--- config.mk ---
export PLATFORM = sky130hd
export DESIGN_NAME = instruction_cache
export DESIGN_NICKNAME = d
export VERILOG_FILES = /design/src/rtl/instruction_cache_pkg.sv /design/src/rtl/instruction_cache_array.sv /design/src/rtl/instruction_cache.sv
export SDC_FILE = /design/constraint.sdc
export NUM_CORES = 1
export LEC_CHECK = 0
export ABC_AREA = 1
export CAP_MARGIN = 0
export CELL_PAD_IN_SITES_DETAIL_PLACEMENT = 1
export CELL_PAD_IN_SITES_GLOBAL_PLACEMENT = 1
export CORE_ASPECT_RATIO = 2
export CORE_UTILIZATION = 50
export CTS_CLUSTER_SIZE = 8
export DETAILED_ROUTE_END_ITERATION = 16
export DONT_BUFFER_PORTS = 1
export PLACE_DENSITY_LB_ADDON = 0.08
export SETUP_SLACK_MARGIN = 0.2
export SYNTH_ARGS = -nofsm -noshare
export SYNTH_HDL_FRONTEND = slang
export SYNTH_HIERARCHICAL = 1
export SYNTH_SLANG_ARGS = --single-unit
--- constraint.sdc ---
create_clock -name CLK -period 10.1 [get_ports CLK]
set_clock_uncertainty 0.1 [all_clocks]
set_input_delay 0.505 -clock CLK [delete_from_list [all_inputs] [get_ports CLK]]
set_output_delay 0.505 -clock CLK [all_outputs]
set_load 0.005 [all_outputs]
--- src/rtl/instruction_cache_pkg.sv ---
// icache_pkg: shared types, widths and PC field helpers for the instruction cache.
package icache_pkg;
  localparam int BLOCK_WIDTH = 128;
  localparam int WORD_WIDTH = 32;
  typedef enum logic [1:0] {IDLE, MEM_READ, UPDATE} state_t;
  function automatic int tag_width(int index_bits);
    return 28 - index_bits;
  endfunction
  function automatic logic [31:0] pc_index(logic [31:0] pc, int index_bits);
    return (pc >> 4) & ((32'd1 << index_bits) - 32'd1);
  endfunction
  function automatic logic [31:0] pc_tag(logic [31:0] pc, int index_bits);
    return pc >> (4 + index_bits);
  endfunction
endpackage

--- src/rtl/instruction_cache_array.sv ---
// instruction_cache_array: block data, tag and valid storage; async read, sync fill write.
module instruction_cache_array
  import icache_pkg::*;
#(
  parameter int INDEX_BITS = 3,
  parameter int TAG_BITS = 25
) (
  input  logic                   CLK,
  input  logic                   RESET,
  input  logic [INDEX_BITS-1:0]  rd_index,
  output logic [BLOCK_WIDTH-1:0] rd_data,
  output logic [TAG_BITS-1:0]    rd_tag,
  output logic                   rd_valid,
  input  logic                   wr_en,
  input  logic [INDEX_BITS-1:0]  wr_index,
  input  logic [TAG_BITS-1:0]    wr_tag,
  input  logic [BLOCK_WIDTH-1:0] wr_data
);
  localparam int BLOCKS = 1 << INDEX_BITS;
  logic [BLOCKS-1:0][BLOCK_WIDTH-1:0] data_q, data_d;
  logic [BLOCKS-1:0][TAG_BITS-1:0]    tag_q, tag_d;
  logic [BLOCKS-1:0]                  valid_q, valid_d;
  always_comb begin
    data_d = data_q;
    tag_d = tag_q;
    valid_d = valid_q;
    if (wr_en) begin
      data_d[wr_index] = wr_data;
      tag_d[wr_index] = wr_tag;
      valid_d[wr_index] = 1'b1;
    end
    if (RESET) valid_d = '0;
  end
  always_ff @(posedge CLK) begin
    data_q <= data_d;
    tag_q <= tag_d;
    valid_q <= valid_d;
  end
  assign rd_data = data_q[rd_index];
  assign rd_tag = tag_q[rd_index];
  assign rd_valid = valid_q[rd_index];
endmodule

--- src/rtl/instruction_cache.sv ---
// instruction_cache: direct-mapped read-only I-cache with miss FSM, hit compare and word select.
module instruction_cache
  import icache_pkg::*;
#(
  parameter int INDEX_BITS = 3
) (
  input  logic                   CLK,
  input  logic                   RESET,
  input  logic [31:0]            PC,
  input  logic                   READ,
  output logic [WORD_WIDTH-1:0]  INSTRUCTION,
  output logic                   BUSYWAIT,
  output logic                   MEM_READ,
  output logic [27:0]            MEM_ADDRESS,
  input  logic [BLOCK_WIDTH-1:0] MEM_READDATA,
  input  logic                   MEM_BUSYWAIT
);
  localparam int TAG_BITS = tag_width(INDEX_BITS);
  state_t state_q, state_d;
  logic [27:0] miss_q, miss_d;
  logic [INDEX_BITS-1:0] pc_idx, wr_idx;
  logic [TAG_BITS-1:0] pc_tg, wr_tg, rd_tag;
  logic [BLOCK_WIDTH-1:0] rd_data;
  logic rd_valid, hit, wr_en;
  assign pc_idx = INDEX_BITS'(pc_index(PC, INDEX_BITS));
  assign pc_tg = TAG_BITS'(pc_tag(PC, INDEX_BITS));
  assign wr_idx = INDEX_BITS'(pc_index({miss_q, 4'b0}, INDEX_BITS));
  assign wr_tg = TAG_BITS'(pc_tag({miss_q, 4'b0}, INDEX_BITS));
  instruction_cache_array #(
    .INDEX_BITS(INDEX_BITS),
    .TAG_BITS(TAG_BITS)
  ) u_array (
    .CLK(CLK),
    .RESET(RESET),
    .rd_index(pc_idx),
    .rd_data(rd_data),
    .rd_tag(rd_tag),
    .rd_valid(rd_valid),
    .wr_en(wr_en),
    .wr_index(wr_idx),
    .wr_tag(wr_tg),
    .wr_data(MEM_READDATA)
  );
  assign hit = READ & rd_valid & (rd_tag == pc_tg);
  assign INSTRUCTION = hit ? rd_data[32*PC[3:2] +: WORD_WIDTH] : '0;
  assign MEM_ADDRESS = miss_q;
  assign MEM_READ = (state_q == icache_pkg::MEM_READ);
  // A reset on the return edge must not commit the abandoned fill.
  assign wr_en = MEM_READ & ~MEM_BUSYWAIT & ~RESET;
  always_comb begin
    state_d = state_q;
    miss_d = miss_q;
    BUSYWAIT = 1'b1;
    case (state_q)
      IDLE: begin
        BUSYWAIT = READ & ~hit;
        if (READ & ~hit) begin
          state_d = icache_pkg::MEM_READ;
          miss_d = PC[31:4];
        end
      end
      icache_pkg::MEM_READ: state_d = MEM_BUSYWAIT ? icache_pkg::MEM_READ : UPDATE;
      UPDATE: state_d = IDLE;
      default: state_d = IDLE;
    endcase
  end
  always_ff @(posedge CLK) begin
    state_q <= RESET ? IDLE : state_d;
    miss_q <= RESET ? '0 : miss_d;
  end
endmodule

After elaboration in Yosys (flattened, before gate mapping)
Cells that the tools add are included.
- bits in registers: 1262
- input port bits: 164
- output and inout port bits: 62
- logic and storage cells: 57
- order comparisons: 3
- eq/ne operators: 3
- shift operators: 1
- mux-type cells: 19
- bitwise gates (word level): 9
- reductions and logical operators: 3
- operators by type and width (operator ; count):
    $bwmux W1024 ; 1
    $bmux W128 S3 ; 1
    $demux W128 S3 ; 1
    $mux W128 ; 2
    $bwmux W200 ; 1
    $shiftx A128 B8 Y32 ; 1
    $bmux W25 S3 ; 1
    $demux W25 S3 ; 1
    $mux W25 ; 2
    $mux W32 ; 1
    $eq A25 B25 Y1 ; 1
    $lt A3 B4 Y1 const B ; 2
    $or A8 B8 Y8 ; 1
    $and A1 B1 Y1 ; 5
    $mux W2 ; 2
    $pmux W2 S2 ; 1
    $bmux W1 S3 ; 1
    $demux W1 S3 ; 1
    $ge A3 B1 Y1 const B ; 1
    $mux W1 ; 3
    $not A1 Y1 ; 3
    $eq A2 B1 Y1 const B ; 1
    $logic_not A2 Y1 ; 1
    $ne A2 B2 Y1 const B ; 1
    2 further kinds ; 2

Logic depth before layout (Yosys ltp)
- word-level depth: 8
- depth in mapped cells: 23
- gate-level depth less buffers: 17

By module
Netlist, hierarchy kept.
- modules (own cells, without submodules) (module ; instances ; cells each ; area each (sq um) ; seq. area each (sq um)):
    instruction_cache_array ; 1 ; 5359 ; 53576.4 ; 36915.4
    instruction_cache ; 1 ; 635 ; 3233.1 ; 600.6

Worst setup path after synthesis
No wires, ideal clock.
- kind: input to register
- from: input MEM_BUSYWAIT
- to: register u_array/data_q[1000] (netlist name) (enable)
- library setup time: 669 ps
- data arrival time: 7332 ps
- data required time: 9331 ps
- setup slack: 2000 ps
- cell stages on the path: 3
- path buffers: 0
- path through: nor4_1 nand2_1 nor2_1
- word-level cells in the longest chain between the ends: 3
- ends and longest elaborated chain (element ; line ; text):
    start: declaration ; instruction_cache.sv:16 ; input logic MEM_BUSYWAIT
    $not A1 Y1 ; instruction_cache.sv:49 ; assign wr_en = MEM_READ & ~MEM_BUSYWAIT & ~RESET;
    $and A1 B1 Y1 (2 in a row) ; instruction_cache.sv:49 ;
    end signal: assignment ; instruction_cache_array.sv:35 ; data_q <= data_d;
    end: declaration ; instruction_cache_array.sv:20 ; logic [BLOCKS-1:0][BLOCK_WIDTH-1:0] data_q, data_d;
Every way passes these cells.
A chain may end at the register's enable or synchronous reset.

Final worst setup path
- from: input PC[4]
- to: output INSTRUCTION[19]
- word-level cells in the longest chain between the ends: 5
- elaborated cells between the ends (all ways): 11
- those cells by class: eq/ne: 1; shift: 1; mux: 7; bitwise: 2
- ends and longest elaborated chain (element ; line ; text):
    start: declaration ; instruction_cache.sv:9 ; input logic [31:0] PC,
    $bmux W25 S3 ; instruction_cache_array.sv:40 ; assign rd_tag = tag_q[rd_index];
    $mux W25 (not written as such) ; instruction_cache_array.sv:40 ;
    named net rd_tag[14] ; instruction_cache.sv:22 ; logic [TAG_BITS-1:0] pc_tg, wr_tg, rd_tag;
    $eq A25 B25 Y1 ; instruction_cache.sv:44 ; assign hit = READ & rd_valid & (rd_tag == pc_tg);
    $and A1 B1 Y1 ; instruction_cache.sv:44 ;
    $mux W32 ; instruction_cache.sv:45 ; assign INSTRUCTION = hit ? rd_data[32*PC[3:2] +: WORD_WIDTH] : '0;
    end: declaration ; instruction_cache.sv:11 ; output logic [WORD_WIDTH-1:0] INSTRUCTION,
The timed path passes the listed nets, and every way through them passes these cells. The select of a mux whose other input is x is not followed.

==> flow_summary.json <==
{
  "outcome": "finished, violations left",
  "violations": "max-slew violations",
  "crit_family": "buffers and inverters",
  "ys_ff_latch": 1262,
  "cts.sinks": 1262,
  "critical_path_class": "input pin to output pin",
  "power.density_nw_per_um2": 185,
  "final_nets": 6254,
  "synthTopCellsByArea": "edfxtp_1 (65%), nand2_1 (14%), inv_1 (9.1%)",
  "cap_viol_max_count": 0,
  "io_buffers": 0,
  "core.rowCount": 174,
  "rsz0062_at_grt": "no",
  "die_width_um": 240,
  "crit_top_cell": "nand2_1",
  "finalInstanceArea_sq_um": 64000,
  "vias": 40433,
  "final_cell_count_no_fill": 7639,
  "ys.flop_type": "edfxtp_1",
  "syn_to_final_growth_pct": 12.7,
  "syn_avg_cell_area_sq_um": 9.48,
  "dieArea_sq_um": 115000,
  "slowest_stage": "inv_8",
  "layout-drive-gt1-share": 0.0395,
  "antenna_found_initial": 27,
  "startpoint_type": "input pin",
  "grt_pass1_wl_um": 255000,
  "slew_viol_final": 306,
  "antenna_left": 0,
  "grt_max_degree": 619,
  "track_usage": 0.300,
  "finalSetupTns_ns": 0,
  "ys_types": 22,
  "worst_skew_pair.late_latency_ns": 0.78,
  "clockBufferDepth": 3,
  "yosysMostFrequentCell": "nand2_1",
  "yosys_warnings": 6,
  "clk_pin_slew_ns": 0.05,
  "async_flop_share": 0,
  "min_path_type": "input pin to flip-flop",
  "syn_inst": 5994,
  "crit_required_ns": 9.50,
  "path_buf_inv": 3,
  "syn_area_sq_um": 56800,
  "routed_wl_um": 170000,
  "cp_cell_sequence": "inv_8 > buf_12 > nand2_1 > nand3_1 > nand2_1 > nand2_1 > nand2_1 > xor2_1 > nor3_1 > nand2_1 > nor2_1 > nand4_1 > buf_4 > nor2_1",
  "post_drt_wl_per_cell_um": 22.3,
  "grt_pass1_vias": 43460,
  "drc": 0,
  "critPathArrivalTime_ns": 5.91,
  "viasPerCell": 5.29,
  "place_area_sq_um": 57600,
  "fp.dieH_um": 479,
  "syn_nets": 6158,
  "worst_path_largest_cell_delay_ns": 1.43,
  "hold_viol_final": 0,
  "fin_crit_sh": 0.645,
  "cts.root.buffer_cell": "clkbuf_16",
  "synth_common_cells": "nand2_1 (2,140), inv_1 (1,370), edfxtp_1 (1,224)",
  "dp.cells": 7249,
  "irDropWorstVdd_v": 0.000162,
  "synth_edf_count": 1224,
  "drt_iter0_markers": 2686,
  "cts_setup_buffers": 0,
  "hpwl_um": 92400,
  "cts_made_buffers": 175,
  "cp-end-kind": "output pin",
  "gp_congestion": 0.922,
  "p_leak_uw": 0.0293,
  "ctsHtreeMaxLevel": 4,
  "yosys.area.top_type_share": 0.647,
  "setup_viol": 0,
  "yosysSeqAreaShare": 0.660,
  "grt_overflow": 0,
  "worstPathMaxFanout": 618,
  "initial_utilization": 0.505,
  "dr.pass1.iters": 5,
  "finalCriticalPeriod_ns": 6.51,
  "yosysTopAreaCell": "edfxtp_1",
  "cts_tree": "built",
  "slew-limit-headroom": -0.875,
  "max_freq_mhz": 154,
  "ioPinCount": 226,
  "fp.coreArea_sq_um": 113000,
  "worstMarginPinSlew_ns": 2.81
}
-- sequential cells by signal (all words and copies together), names as in the netlist --
register,count
u_array/data_q,1024
u_array/tag_q,200
MEM_ADDRESS,28
u_array/valid_q,8
state_q,2
-- layout by cell type, fill, tap and decap left out, types with 2 or more instances in the layout --
cell type | Yosys | routed
clkbuf_16 | 0 | 184
nor2_1 | 184 | 182
inv_8 | 0 | 9
o32ai_1 | 32 | 32
nor4_1 | 2 | 2
clkbuf_1 | 58 | 27
inv_1 | 1370 | 1362
nand2_1 | 2140 | 2140
nor3_1 | 3 | 3
inv_2 | 9 | 7
diode_2 | 0 | 14
xor2_1 | 3 | 3
dlygate4sd3_1 | 0 | 160
edfxtp_1 | 1224 | 1224
nand3_1 | 621 | 621
buf_12 | 0 | 4
clkinv_1 | 10 | 11
dfxtp_1 | 38 | 38
nand4_1 | 38 | 38
o21ai_0 | 33 | 33
xnor2_1 | 2 | 2
a21oi_1 | 8 | 8
buf_4 | 26 | 31
inv_6 | 0 | 4
-- worst paths after layout --
path,startpoint,endpoint,slack [ns],depth (start not counted)
worst min register to register,u_array/valid_q[2]$_SDFFE_PP0P_,u_array/valid_q[2]$_SDFFE_PP0P_,0.36,2
worst max register to register,state_q[0]$_SDFFE_PP0P_,u_array/tag_q[167]$_DFFE_PP_,5.79,8
worst min-delay path,RESET,u_array/valid_q[6]$_SDFFE_PP0P_,0.14,5
worst max-delay path,PC[4],INSTRUCTION[19],3.59,14
-- tightest hold or removal path, stage by stage --
cell,delay (ns)
nor4_1,0.06
inv_1,0.06
nor2_1,0.07
nand2_1,0.18
a21oi_1,0.09
-- routing by layer --
layer  wire, um  up-vias  part of all wire  track usage
li1           -    18690                 -            -
met1      66100    20388              0.39        0.346
met2      88500      981              0.52        0.538
met3       8460      350             0.050       0.0527
met4       7260       24             0.043        0.133
met5        158        -           0.00093            0
-- cell families after synthesis --
kind of cell / share of synthesized area
buffers and inverters: 0.117
flip-flops: 0.660
XOR/XNOR: 0.000771
AND/OR/NAND/NOR: 0.213
AO/OA/AOI/OAI: 0.00863
-- through the flow --
step | setup slack, ns | hold slack, ns | total power, uW | util
final | 3.59 | 0.137 | 11800 | 0.569
after global routing | 4.73 | 0.148 | 12100 | 0.569
after CTS | 5.43 | 0.0853 | 11900 | 0.568
after detailed placement | 5.47 | 0.346 | 6500 | 0.512
after global placement | 5.44 | 0.338 | 6480 | 0.512
after floorplan | 2.00 | 0.335 | 6360 | -
-- what timing repair did --
| item | in CTS | in global routing |
|---|---|---|
| gates resized for setup | 0 | 0 |
| hold endpoints to repair | 1062 | 0 |
| hold buffers | 160 | 0 |
-- area by class of cell --
cell class                 count  area (sq um)
timing repair buffer         195          1910
multi-input combinational   3067         12600
sequential                  1262         37500
inverter                    1389          5290
tap                         1496          1870
clock inverter                 5          46.3
antenna                       14          35.0
fill                       12552         48500
clock buffer                 211          4710
-- power by group --
group / internal, uW / switching, uW / total (uW)
Sequential: 5800 / 35.5 / 5830
Clock: 3200 / 2100 / 5290
Combinational: 211 / 479 / 690
Total: 9200 / 2610 / 11800
No activity file was read; power rests on OpenSTA's default activity.
